File: config.mk
export PLATFORM = sky130hd
export DESIGN_NAME = rv32_lsu
export DESIGN_NICKNAME = d
export VERILOG_FILES = /design/src/rtl/rv32_pkg.sv /design/src/rtl/rv32_lsu_align.sv /design/src/rtl/rv32_lsu.sv
export SDC_FILE = /design/constraint.sdc
export NUM_CORES = 1
export LEC_CHECK = 0
export ABC_AREA = 1
export CELL_PAD_IN_SITES_DETAIL_PLACEMENT = 2
export CELL_PAD_IN_SITES_GLOBAL_PLACEMENT = 2
export CORE_ASPECT_RATIO = 0.8
export CORE_MARGIN = 4
export CORE_UTILIZATION = 24
export DETAILED_ROUTE_END_ITERATION = 7
export PLACE_DENSITY_LB_ADDON = 0.25
export SETUP_SLACK_MARGIN = 0.05
export SYNTH_ARGS = -nofsm -noshare
export SYNTH_HDL_FRONTEND = slang
export SYNTH_SLANG_ARGS = --single-unit
File: constraint.sdc
create_clock -name clk -period 2.7 [get_ports clk]
set_input_delay 0.27 -clock clk [delete_from_list [all_inputs] [get_ports clk]]
set_output_delay 0.27 -clock clk [all_outputs]
set_load 0.05 [all_outputs]
File: src/rtl/rv32_pkg.sv
// Shared types and constants for the RV32 load/store unit.
// The access-size encoding matches the decoder's mem_size field.
package rv32_pkg;

   typedef enum logic [1:0] {
      LSU_IDLE,
      LSU_REQ,
      LSU_WAIT,
      LSU_DONE
   } lsu_state_e;

   localparam logic [1:0] MEM_B = 2'd0;
   localparam logic [1:0] MEM_H = 2'd1;
   localparam logic [1:0] MEM_W = 2'd2;

   // Size code 3 is never legal; halves need an even address, words a 4-byte aligned one.
   function automatic logic is_misaligned(input logic [1:0] size, input logic [1:0] addr_lo);
      logic bad;
      case (size)
         MEM_B:   bad = 1'b0;
         MEM_H:   bad = addr_lo[0];
         MEM_W:   bad = |addr_lo;
         default: bad = 1'b1;
      endcase
      return bad;
   endfunction

endpackage

File: src/rtl/rv32_lsu_align.sv
// Byte-lane logic: byte enables and store replication for the outgoing word,
// extraction and sign/zero extension for the returning word.
module rv32_lsu_align
   import rv32_pkg::*;
(
   input  logic [1:0]  size,
   input  logic [1:0]  addr_lo,
   input  logic        sign,
   input  logic [31:0] store_data,
   input  logic [31:0] load_word,
   output logic [3:0]  be,
   output logic [31:0] store_lanes,
   output logic [31:0] load_ext
);

   logic [31:0] shifted;

   // NOTE: every output gets a default before the case, so no path can infer a latch.
   always_comb begin
      shifted     = load_word >> {addr_lo, 3'b000};
      be          = 4'b0000;
      store_lanes = store_data;
      load_ext    = shifted;
      case (size)
         MEM_B: begin
            be          = 4'b0001 << addr_lo;
            store_lanes = {4{store_data[7:0]}};
            load_ext    = {{24{sign & shifted[7]}}, shifted[7:0]};
         end
         MEM_H: begin
            be          = 4'b0011 << {addr_lo[1], 1'b0};
            store_lanes = {2{store_data[15:0]}};
            load_ext    = {{16{sign & shifted[15]}}, shifted[15:0]};
         end
         MEM_W: begin
            be          = 4'b1111;
            store_lanes = store_data;
            load_ext    = shifted;
         end
         default: begin
            be = 4'b0000;
         end
      endcase
   end

endmodule

File: src/rtl/rv32_lsu.sv
// MEM-stage load/store unit: one outstanding access on a req/gnt + rvalid data
// bus, with misalignment rejection and a per-access bus timeout.
module rv32_lsu
   import rv32_pkg::*;
#(
   parameter int unsigned TIMEOUT_CYCLES = 64
) (
   input  logic        clk,
   input  logic        rst,
   input  logic        mem_valid,
   input  logic        memread,
   input  logic        memwrite,
   input  logic [1:0]  mem_size,
   input  logic        mem_sign,
   input  logic [31:0] addr,
   input  logic [31:0] wdata,
   output logic        lsu_stall,
   output logic [31:0] lsu_rdata,
   output logic        lsu_done,
   output logic        misaligned,
   output logic        bus_err,
   output logic        dmem_req,
   output logic        dmem_we,
   output logic [31:0] dmem_addr,
   output logic [3:0]  dmem_be,
   output logic [31:0] dmem_wdata,
   input  logic        dmem_gnt,
   input  logic        dmem_rvalid,
   input  logic [31:0] dmem_rdata
);

   localparam logic [7:0] TMO_LAST = 8'(TIMEOUT_CYCLES - 1);

   lsu_state_e  state_q, state_d;
   logic [7:0]  tmo_cnt;
   logic [1:0]  size_q;
   logic [1:0]  addr_lo_q;
   logic        sign_q;

   logic        start, start_bad, tmo_last;
   logic        accept, load_hit, timeout;
   logic [3:0]  st_be;
   logic [31:0] st_lanes, ld_ext;
   logic [31:0] store_unused_ext, load_unused_lanes;
   logic [3:0]  load_unused_be;

   assign start     = mem_valid & (memread | memwrite);
   assign start_bad = is_misaligned(mem_size, addr[1:0]);
   assign tmo_last  = (tmo_cnt == TMO_LAST);

   // Store path works on the live decode inputs so the bus fields can be captured at start.
   rv32_lsu_align u_store_align (
      .size        (mem_size),
      .addr_lo     (addr[1:0]),
      .sign        (mem_sign),
      .store_data  (wdata),
      .load_word   (32'h0),
      .be          (st_be),
      .store_lanes (st_lanes),
      .load_ext    (store_unused_ext)
   );

   rv32_lsu_align u_load_align (
      .size        (size_q),
      .addr_lo     (addr_lo_q),
      .sign        (sign_q),
      .store_data  (32'h0),
      .load_word   (dmem_rdata),
      .be          (load_unused_be),
      .store_lanes (load_unused_lanes),
      .load_ext    (ld_ext)
   );

   // NOTE: all clocked state uses non-blocking assignment so every flop samples pre-edge values.
   always_ff @(posedge clk) begin
      if (rst) state_q <= LSU_IDLE;
      else     state_q <= state_d;
   end

   // A grant or read response in the last budgeted cycle still completes normally.
   always_comb begin
      state_d    = state_q;
      lsu_stall  = 1'b0;
      lsu_done   = 1'b0;
      misaligned = 1'b0;
      dmem_req   = 1'b0;
      accept     = 1'b0;
      load_hit   = 1'b0;
      timeout    = 1'b0;
      case (state_q)
         LSU_IDLE: begin
            if (start) begin
               if (start_bad) begin
                  misaligned = 1'b1;
               end else begin
                  accept    = 1'b1;
                  lsu_stall = 1'b1;
                  state_d   = LSU_REQ;
               end
            end
         end
         LSU_REQ: begin
            lsu_stall = 1'b1;
            dmem_req  = 1'b1;
            if (dmem_gnt) begin
               state_d = dmem_we ? LSU_DONE : LSU_WAIT;
            end else if (tmo_last) begin
               timeout = 1'b1;
               state_d = LSU_DONE;
            end
         end
         LSU_WAIT: begin
            lsu_stall = 1'b1;
            if (dmem_rvalid) begin
               load_hit = 1'b1;
               state_d  = LSU_DONE;
            end else if (tmo_last) begin
               timeout = 1'b1;
               state_d = LSU_DONE;
            end
         end
         LSU_DONE: begin
            lsu_done = 1'b1;
            state_d  = LSU_IDLE;
         end
         default: state_d = LSU_IDLE;
      endcase
   end

   always_ff @(posedge clk) begin
      if (rst) begin
         dmem_we    <= 1'b0;
         dmem_addr  <= '0;
         dmem_be    <= '0;
         dmem_wdata <= '0;
         size_q     <= MEM_B;
         addr_lo_q  <= '0;
         sign_q     <= 1'b0;
         tmo_cnt    <= '0;
         lsu_rdata  <= '0;
         bus_err    <= 1'b0;
      end else begin
         bus_err <= timeout;
         if (accept) begin
            dmem_we    <= memwrite & ~memread;
            dmem_addr  <= {addr[31:2], 2'b00};
            dmem_be    <= st_be;
            dmem_wdata <= st_lanes;
            size_q     <= mem_size;
            addr_lo_q  <= addr[1:0];
            sign_q     <= mem_sign;
            tmo_cnt    <= '0;
         end else if (state_q == LSU_REQ || state_q == LSU_WAIT) begin
            tmo_cnt <= tmo_cnt + 8'd1;
         end
         if (load_hit)     lsu_rdata <= ld_ext;
         else if (timeout) lsu_rdata <= '0;
      end
   end

endmodule

==> impl_metrics.env <==
export IMPL_clk_insertion_delay_late_ps=410
export IMPL_switching_share_pct=32.9
export IMPL_drt_pass1_iterations=4
export IMPL_fmax_mhz=411
export IMPL_grt_first_pass_wirelength_um=34600
export IMPL_ir_worst_vdd_mv=0.331
export IMPL_gr_usage_all_layers_pct=17.7
export IMPL_clock_sinks=115
export IMPL_rsz0062_at_grt="false"
export IMPL_cp_end_kind="output port"
export IMPL_numCtsBuffers=17
export IMPL_max_cap_viol_count=0
export IMPL_required_ps=2430
export IMPL_path_class="flip-flop to output port"
export IMPL_worst_pin_slew_ps=671
export IMPL_ctsHoldBuffers=0
export IMPL_setup_viol=0
export IMPL_dp_cells=1243
export IMPL_fin_util_pct=38.0
export IMPL_grt_ovfl_total=0
export IMPL_total_power_mw=5.43
export IMPL_critPathMaxFanout=21
export IMPL_wl_um=22000
export IMPL_drv_slew=0
export IMPL_setup_tns_ps=0
export IMPL_post_route_min_period_ps=2430
export IMPL_start_kind="flip-flop"
export IMPL_power_per_cell_area_nw_per_um2=659
export IMPL_syn_avg_cell_area_um2=6.91
export IMPL_synth_top_cells_by_count="nand2_1 (219), dfxtp_1 (115), nor2_1 (107)"
export IMPL_slew_headroom_pct=55.1
export IMPL_syn_inst=770
export IMPL_avgRoutedWirePerCell_um=17.3
export IMPL_yosysWarningCount=0
export IMPL_antenna_found_initial=1
export IMPL_period_share_pct=90.2
export IMPL_synth_top_area_share_pct=43.2
export IMPL_seq_area_frac_synth_pct=43.2
export IMPL_vias=5838
export IMPL_grt_pass1_vias=6234
export IMPL_die_w_um=175
export IMPL_fill_cells=2532
export IMPL_syn_to_final_growth_pct=54.9
export IMPL_power_internal_mw=3.65
export IMPL_cts_resized_gates=0
export IMPL_post_dp_hpwl_um=16400
export IMPL_cts_root_buffer="clkbuf_16"
export IMPL_ant_nets=0
export IMPL_ys_async_sr_fraction_pct=0
export IMPL_cp_arrival_ps=2160
export IMPL_post_cts_repair_setup_buffers=0
export IMPL_synth_ff_latch_count=115
export IMPL_io_buffers=209
export IMPL_leakagePower_nw=3.25
export IMPL_std_cell_rows=48
export IMPL_yosys_cell_types_count=32
export IMPL_hold_viol=0
export IMPL_power_switching_mw=1.79
export IMPL_grt_max_degree=48
export IMPL_initialDrtViolationCount=299
export IMPL_dieArea_um2=24600
export IMPL_outcome="complete, no violations"
export IMPL_seqPwrFrac_pct=34.2
export IMPL_yosysMostFrequentCell="nand2_1"
export IMPL_cts_path_max_buffers=2
export IMPL_cts_tree="yes"
export IMPL_ys_flop_type="dfxtp_1"
export IMPL_final_cell_count_no_fill=1276
export IMPL_vias_per_cell=4.58
export IMPL_pwr_share_clk_pct=42.3
export IMPL_min_path_type="input port to flip-flop"
export IMPL_cts_htree_levels=4
export IMPL_finClkSkew_ps=7.61
export IMPL_yosysTopAreaCell="dfxtp_1"
export IMPL_drive_above_1_share_pct=6.36
export IMPL_synth_area_um2=5320
export IMPL_die_y_um=141
export IMPL_place_congestion=0.744
export IMPL_comb_power_share_pct=23.5
export IMPL_path_clk_slew_ps=60
export IMPL_synth_edff_count=0
export IMPL_synth_area_leaders="dfxtp_1 (43%), nand2_1 (15%), a21oi_1 (9.3%)"
export IMPL_initial_core_util_pct=24.6
export IMPL_drc_errors=0
export IMPL_nets=1074
export IMPL_ios=212
export IMPL_core_area_um2=21700
## cell type report
class / count / area [um2] / share of cell area [%]
Clock buffer: 17 / 425 / 5.16
Sequential cell: 115 / 2300 / 27.9
Tap cell: 300 / 375 / 4.55
Clock inverter: 15 / 174 / 2.11
Multi-Input combinational cell: 577 / 2610 / 31.7
Timing Repair Buffer: 223 / 2240 / 27.2
Antenna cell: 1 / 2.50 / 0.0303
Inverter: 28 / 113 / 1.37
## routing by layer
| metal | wire (um) | GRT usage (%) |
|---|---|---|
| met1 | 10300 | 23.0 |
| met2 | 10600 | 29.7 |
| met3 | 891 | 3.99 |
| met4 | 277 | 4.59 |
| met5 | 0 | 0 |
## kinds of logic (layout without fill, tap and decap cells)
logic type | Yosys count | count (layout) | share of synthesized area [%]
adder cells (fa/ha/maj) | 6 | 6 | 1.41
flip-flops | 115 | 115 | 43.2
other | 1 | 3 | 0.0704
AND/OR/NAND/NOR | 386 | 386 | 29.7
AO/OA/AOI/OAI | 181 | 181 | 17.4
buffers and inverters | 79 | 283 | 7.78
XOR/XNOR | 2 | 2 | 0.329
## worst paths after layout
kind                                           startpoint                          end  slack [ps]  cells after the start
worst max register to register    state_q[0]$_SDFFE_PP0P_  dmem_wdata[25]$_SDFFE_PP0P_         570                      9
worst min register to register  lsu_rdata[1]$_SDFFE_PP0P_    lsu_rdata[1]$_SDFFE_PP0P_         460                      2
worst max-delay path              state_q[0]$_SDFFE_PP0P_                    lsu_stall         270                      7
worst min-delay path                            wdata[18]  dmem_wdata[18]$_SDFFE_PP0P_         420                      3
## worst max-delay path, cell delays in order, from the launching register on
cell	delay [ps]
dfxtp_1	330
inv_1	160
ha_1	290
inv_1	90
nor2_1	180
nand2_4	200
a21oi_1	320
buf_12	180
## per-stage QoR
step	hold WS [ps]	worst slack, ps	instance area (um2)
finish	416	266	8250
CTS	399	213	8240
floorplan	414	525	5330
detailed placement	461	404	7640
global route	413	61.7	8250
global placement	453	452	7640
## placed cells by master, fill, tap and decap left out
| master | n |
|---|---|
| o21ai_0 | 51 |
| diode_2 | 1 |
| inv_2 | 2 |
| inv_1 | 24 |
| clkinvlp_4 | 1 |
| clkinv_2 | 1 |
| nand3_4 | 2 |
| nand2_4 | 1 |
| nor2_2 | 1 |
| nand3_1 | 45 |
| dfxtp_1 | 115 |
| xor2_1 | 2 |
| conb_1 | 2 |
| nand4_1 | 1 |
| a31oi_1 | 4 |
| a21oi_1 | 99 |
| nand2_1 | 219 |
| inv_8 | 2 |
| clkbuf_16 | 17 |
| buf_4 | 12 |
| nor2_1 | 107 |
| bufinv_16 | 2 |
| ha_1 | 6 |
| inv_6 | 5 |
| buf_12 | 4 |
| nor2_4 | 2 |
| nor3b_1 | 2 |
| o211ai_1 | 7 |
| nand2_2 | 3 |
| or2_2 | 1 |
| o21ai_1 | 20 |
| clkinv_4 | 5 |
| nand3b_1 | 1 |
| nor3_1 | 1 |
| clkdlybuf4s50_1 | 207 |
| inv_4 | 1 |
## power groups by stage
| stage | clock, mW | combinational [mW] | sequential (mW) |
|---|---|---|---|
| floorplan | 0 | 0.469 | 2.19 |
| global placement | 0 | 1.26 | 1.89 |
| detailed placement | 0 | 1.28 | 1.89 |
| CTS | 2.39 | 1.29 | 1.86 |
| global route | 2.46 | 1.38 | 1.87 |
| finish | 2.30 | 1.27 | 1.86 |
## sequential cells by signal (all words and copies together), names as in the netlist
register / count
lsu_rdata: 32
dmem_be: 4
tmo_cnt: 8
size_q: 2
sign_q: 1
dmem_addr: 30
bus_err: 1
dmem_wdata: 32
state_q: 2
addr_lo_q: 2
dmem_we: 1
Note: power is estimated with default switching activity, not from simulation.
==> edit 1: new RTL, same settings <==
The 4 states of `lsu_state_e` get a one-hot encoding in 4 bits.
--- a/src/rtl/rv32_pkg.sv
+++ b/src/rtl/rv32_pkg.sv
@@ -2,11 +2,11 @@
 // The access-size encoding matches the decoder's mem_size field.
 package rv32_pkg;
 
-   typedef enum logic [1:0] {
-      LSU_IDLE,
-      LSU_REQ,
-      LSU_WAIT,
-      LSU_DONE
+   typedef enum logic [3:0] {
+      LSU_IDLE = 4'b0001,
+      LSU_REQ  = 4'b0010,
+      LSU_WAIT = 4'b0100,
+      LSU_DONE = 4'b1000
    } lsu_state_e;
 
    localparam logic [1:0] MEM_B = 2'd0;
Behaviour: same outputs for any inputs over 4 cycles, from zero or initial values and one cycle with rst high; so few cycles prove little.
==> edit 1 against the unedited design <==
- sequential cell count up 2
- critical path depth down 3
- design area up 1.9%
- final cell count up 3.7%
- worst setup slack better by 0.094 ns
- count of clock-buffer cells in the layout up 1
- clock skew up 0.0030 ns
- sequential power about the same
- synthesized area up 3.3%
- synthesized cell count up 5.3%
- wire length up 6.4%
- power down 6.4%
- highest routed layer unchanged
==> edit 1: results (changes against the unedited design) <==
* Sw frac at 0.3183 (-0.01067)
* Detailed placement HPWL at 17440 µm (+6.0%)
* Post-synthesis xor/xnor area fraction at 0.001592 (-0.001698)
* Top cells by area, synth: dfxtp_1 (43%), nand2_1 (12%), nor2_1 (11%)
* Status: finished clean
* Pin count of the biggest net entering global routing at 52 (+8.3%)
* Global placer's final weighted congestion at 0.8007 (+7.6%)
* Crit path DAT at 2.07 ns (-0.09 ns)
* Internal at 3.468 mW (-4.9%)
* Dpl ws at 0.4575 ns (+0.05359 ns)
* Sequential share of the synthesized area at 0.4257 (-0.006688)
* Synth async-reset ratio at 0 (unchanged)
* Vias in the first global route at 6677 (+7.1%)
* Adder-cell share of the synthesized area at 0.002274 (-0.01183)
* First-pass GRT wire length at 36760 µm (+6.1%)
* Area post-placement at 7854 µm² (+2.8%)
* Worst-margin pin slew at 0.6813 ns (+0.01012 ns)
* Compound-cell area share of the yosys netlist at 0.1733 (-0.001083)
* Total number of vias at 6104 (+4.6%)
* Synth top cells by count: nand2_1 (180), nor2_1 (157), dfxtp_1 (117), o21ai_0 (93), a21oi_1 (64)
* WL/cell at 17.72 µm (+2.6%)
* P_leak at 3.332 nW (+2.6%)
* Initial DRC Count at 300 (+0.33%)
* Filler instances at 2652 (+4.7%)
* WL final at 23450 µm (+6.4%)
* Max Fanout on Critical Path at 5 (-76%)
* CP max stage delay at 0.80 ns (+0.47 ns)
* Cells after Synth at 811 (+5.3%)
* Initial antenna violation count at 0 (-1)
* Fraction of layout cells with a size suffix above 1 at 0.07579 (+0.01220)
* Longest Clk Path Bufs at 2 (unchanged)
* Logic pwr share at 0.215 (-0.020)
* Gr usage total at 0.1863 (+0.009733)
* Clk network pwr share at 0.419 (-0.004)
* Maximum vdd drop at 0.0002947 V (-11%)
* Cells after DPL at 1290 (+3.8%)
* Worst Clk Skew at 0.01065 ns (+0.003036 ns)
* Mux contribution to synthesized area at 0 (unchanged)
* Slowest CP cell: clkdlybuf4s50_1
* Final #Nets at 1110 (+3.4%)
* Clock latency on the worst-skew pair at 0.43 ns (+0.02 ns)
* Share of the synthesized area in the top cell type at 0.4257 (-0.006688)
edit 1: cell count changes after synthesis, moves of 6 or more:
cell and change:
clkbuf_1 +8, nor2_1 +50, buf_4 -8, o21ai_0 +42
o211ai_1 +7, a21oi_1 -35, nand3_1 +6, inv_1 +14
nand2_1 -39, o21ai_1 -16
edit 1: routing by layer:
metal  global-route usage  share of wire  vias up
li1                     -              -     3015
met1               0.2253           0.44     2902
met2               0.3076           0.46      168
met3              0.07969          0.091       19
met4              0.04760         0.0095        0
met5                    0              0        -
edit 1: cells by family (layout without fill, tap and decap cells):
| family | count (synthesis) | in the layout |
|---|---|---|
| adder cells (fa/ha/maj) | 1 | 1 |
| flip-flops | 117 | 117 |
| AO/OA/AOI/OAI | 180 | 180 |
| other | 1 | 3 |
| AND/OR/NAND/NOR | 413 | 413 |
| buffers and inverters | 98 | 302 |
| XOR/XNOR | 1 | 1 |
edit 1: worst paths after layout:
kind	start	to	slack, ns	cells after the start
setup / recovery	state_q[2]$_SDFFE_PP0P_	dmem_req	0.36	4
hold reg to reg	tmo_cnt[6]$_SDFFE_PP0P_	tmo_cnt[6]$_SDFFE_PP0P_	0.48	2
hold / removal	addr[30]	dmem_addr[30]$_SDFFE_PP0P_	0.45	3
setup reg to reg	addr_lo_q[0]$_SDFFE_PP0P_	lsu_rdata[27]$_SDFFE_PP0P_	0.87	9
edit 1: final cells by class:
cell class                 count  area [µm²]  share of cell area
antenna                        1       2.502           0.0002979
clock buffer                  18       429.2             0.05109
clock inverter                14       113.9             0.01356
inverter                      44       167.7             0.01996
multi-input combinational    597        2696              0.3210
sequential                   117        2342              0.2789
tap                          306       382.9             0.04558
timing repair buffer         226        2265              0.2696
==> edit 2: new RTL, same flow settings <==
Made on the original files. Set the parameter `TIMEOUT_CYCLES` to 32 (it was 64).
--- a/src/rtl/rv32_lsu.sv
+++ b/src/rtl/rv32_lsu.sv
@@ -3,7 +3,7 @@
 module rv32_lsu
    import rv32_pkg::*;
 #(
-   parameter int unsigned TIMEOUT_CYCLES = 64
+   parameter int unsigned TIMEOUT_CYCLES = 32
 ) (
    input  logic        clk,
    input  logic        rst,
Behaviour: no difference found for any inputs over 4 cycles, from zero or initial values and one cycle with rst high; that may be too few to reach the edited logic, so the function may still have changed.
==> edit 2 against the unedited design <==
- power is 3.7% higher
- sequential power hardly changed
- largest cell class unchanged
- design area up 0.97%
- sequential share of layout area down 0.27 points
- largest power group unchanged
- synthesized area rose by 0.19%
- wire length up 1.0%
- worst setup slack gained 0.22 ns
- sequential cell count unchanged
==> edit 2: results (changes against the unedited design) <==
* Fraction of layout cells with a size suffix above 1 at 0.06250 (-0.001090)
* Max Clk Rate at 451.6 MHz (+9.9%)
* Top cells by area, synth: dfxtp_1 (43%), nand2_1 (12%), a21oi_1 (8.8%)
* Worst R2R Start: state_q[1]$_SDFFE_PP0P_
* Netlist cell types at 29 (-9.4%)
* Status: finished clean
* Multi-input combinational area share at 0.3171 (+0.0004111)
* Worst Clk Skew at 0.009171 ns (+0.001560 ns)
* Crit path DAT at 1.94 ns (-0.22 ns)
* Area post-placement at 7665 µm² (+0.28%)
* Die area at 24690 µm² (+0.18%)
* Sw frac at 0.3082 (-0.02080)
* R2r setup slk at 0.77 ns (+0.20 ns)
* Syn-to-layout area delta at 56.09%
* Pin count of the biggest net entering global routing at 77 (+60%)
* Detailed placement HPWL at 16420 µm (-0.17%)
* Inverters at 31 (+11%)
* Cells after DPL at 1244 (+0.080%)
* P_leak at 3.236 nW (-0.41%)
* Buffering overhead at 0.2678 (-0.004118)
* Synth top cells by count: nand2_1 (172), dfxtp_1 (115), nor2_1 (113), a21oi_1 (94), nand3_1 (75)
* Worst-margin pin slew at 0.5730 ns (-0.09822 ns)
* Post-route insts no fill at 1277 (+0.078%)
* Maximum vdd drop at 0.0004152 V (+25%)
* Logic pwr share at 0.221 (-0.014)
* Dpl ws at 0.4142 ns (+0.01036 ns)
* Slowest CP cell: clkdlybuf4s50_1
* Hold Worst Slack at 0.4057 ns (-0.01019 ns)
* WL final at 22270 µm (+1.0%)
* CP max stage delay at 0.83 ns (+0.50 ns)
* Max Fanout on Critical Path at 5 (-76%)
* Vias per cell at 4.637 (+1.4%)
* Multi-In Gates at 575 (-0.35%)
* Sequential share of the synthesized area at 0.4316 (-0.0008115)
* Initial DRC Count at 250 (-16%)
* Psw at 1.737 mW (-2.9%)
* Seq/total area at 0.2765 (-0.002685)
* Gr usage total at 0.1794 (+0.002835)
* Global placer's final weighted congestion at 0.7730 (+3.9%)
* Vias in the first global route at 6300 (+1.1%)
* Final #Nets at 1075 (+0.093%)
* First-pass GRT wire length at 35130 µm (+1.4%)
* Avg Inst Size Synth at 6.874 µm² (-0.59%)
* RR Endpoint: tmo_cnt[7]$_SDFFE_PP0P_
* Filler instances at 2557 (+0.99%)
==> edit 2: worst min-delay path by stage <==
stage	start	to	cells after the start
after detailed placement	dmem_addr[20]$_SDFFE_PP0P_	dmem_addr[20]$_SDFFE_PP0P_	2
after floorplan	wdata[23]	dmem_wdata[23]$_SDFFE_PP0P_	2
after global placement	dmem_wdata[31]$_SDFFE_PP0P_	dmem_wdata[31]$_SDFFE_PP0P_	2
final	wdata[17]	dmem_wdata[17]$_SDFFE_PP0P_	3
after global routing	wdata[20]	dmem_wdata[20]$_SDFFE_PP0P_	3
after CTS	wdata[17]	dmem_wdata[17]$_SDFFE_PP0P_	3
==> edit 2: metal layers <==
metal	share of wire	GRT usage	up-vias
met5	0	0	-
met4	0.010	0.04174	0
li1	-	-	2921
met1	0.45	0.2288	2856
met3	0.067	0.06180	16
met2	0.47	0.2948	129
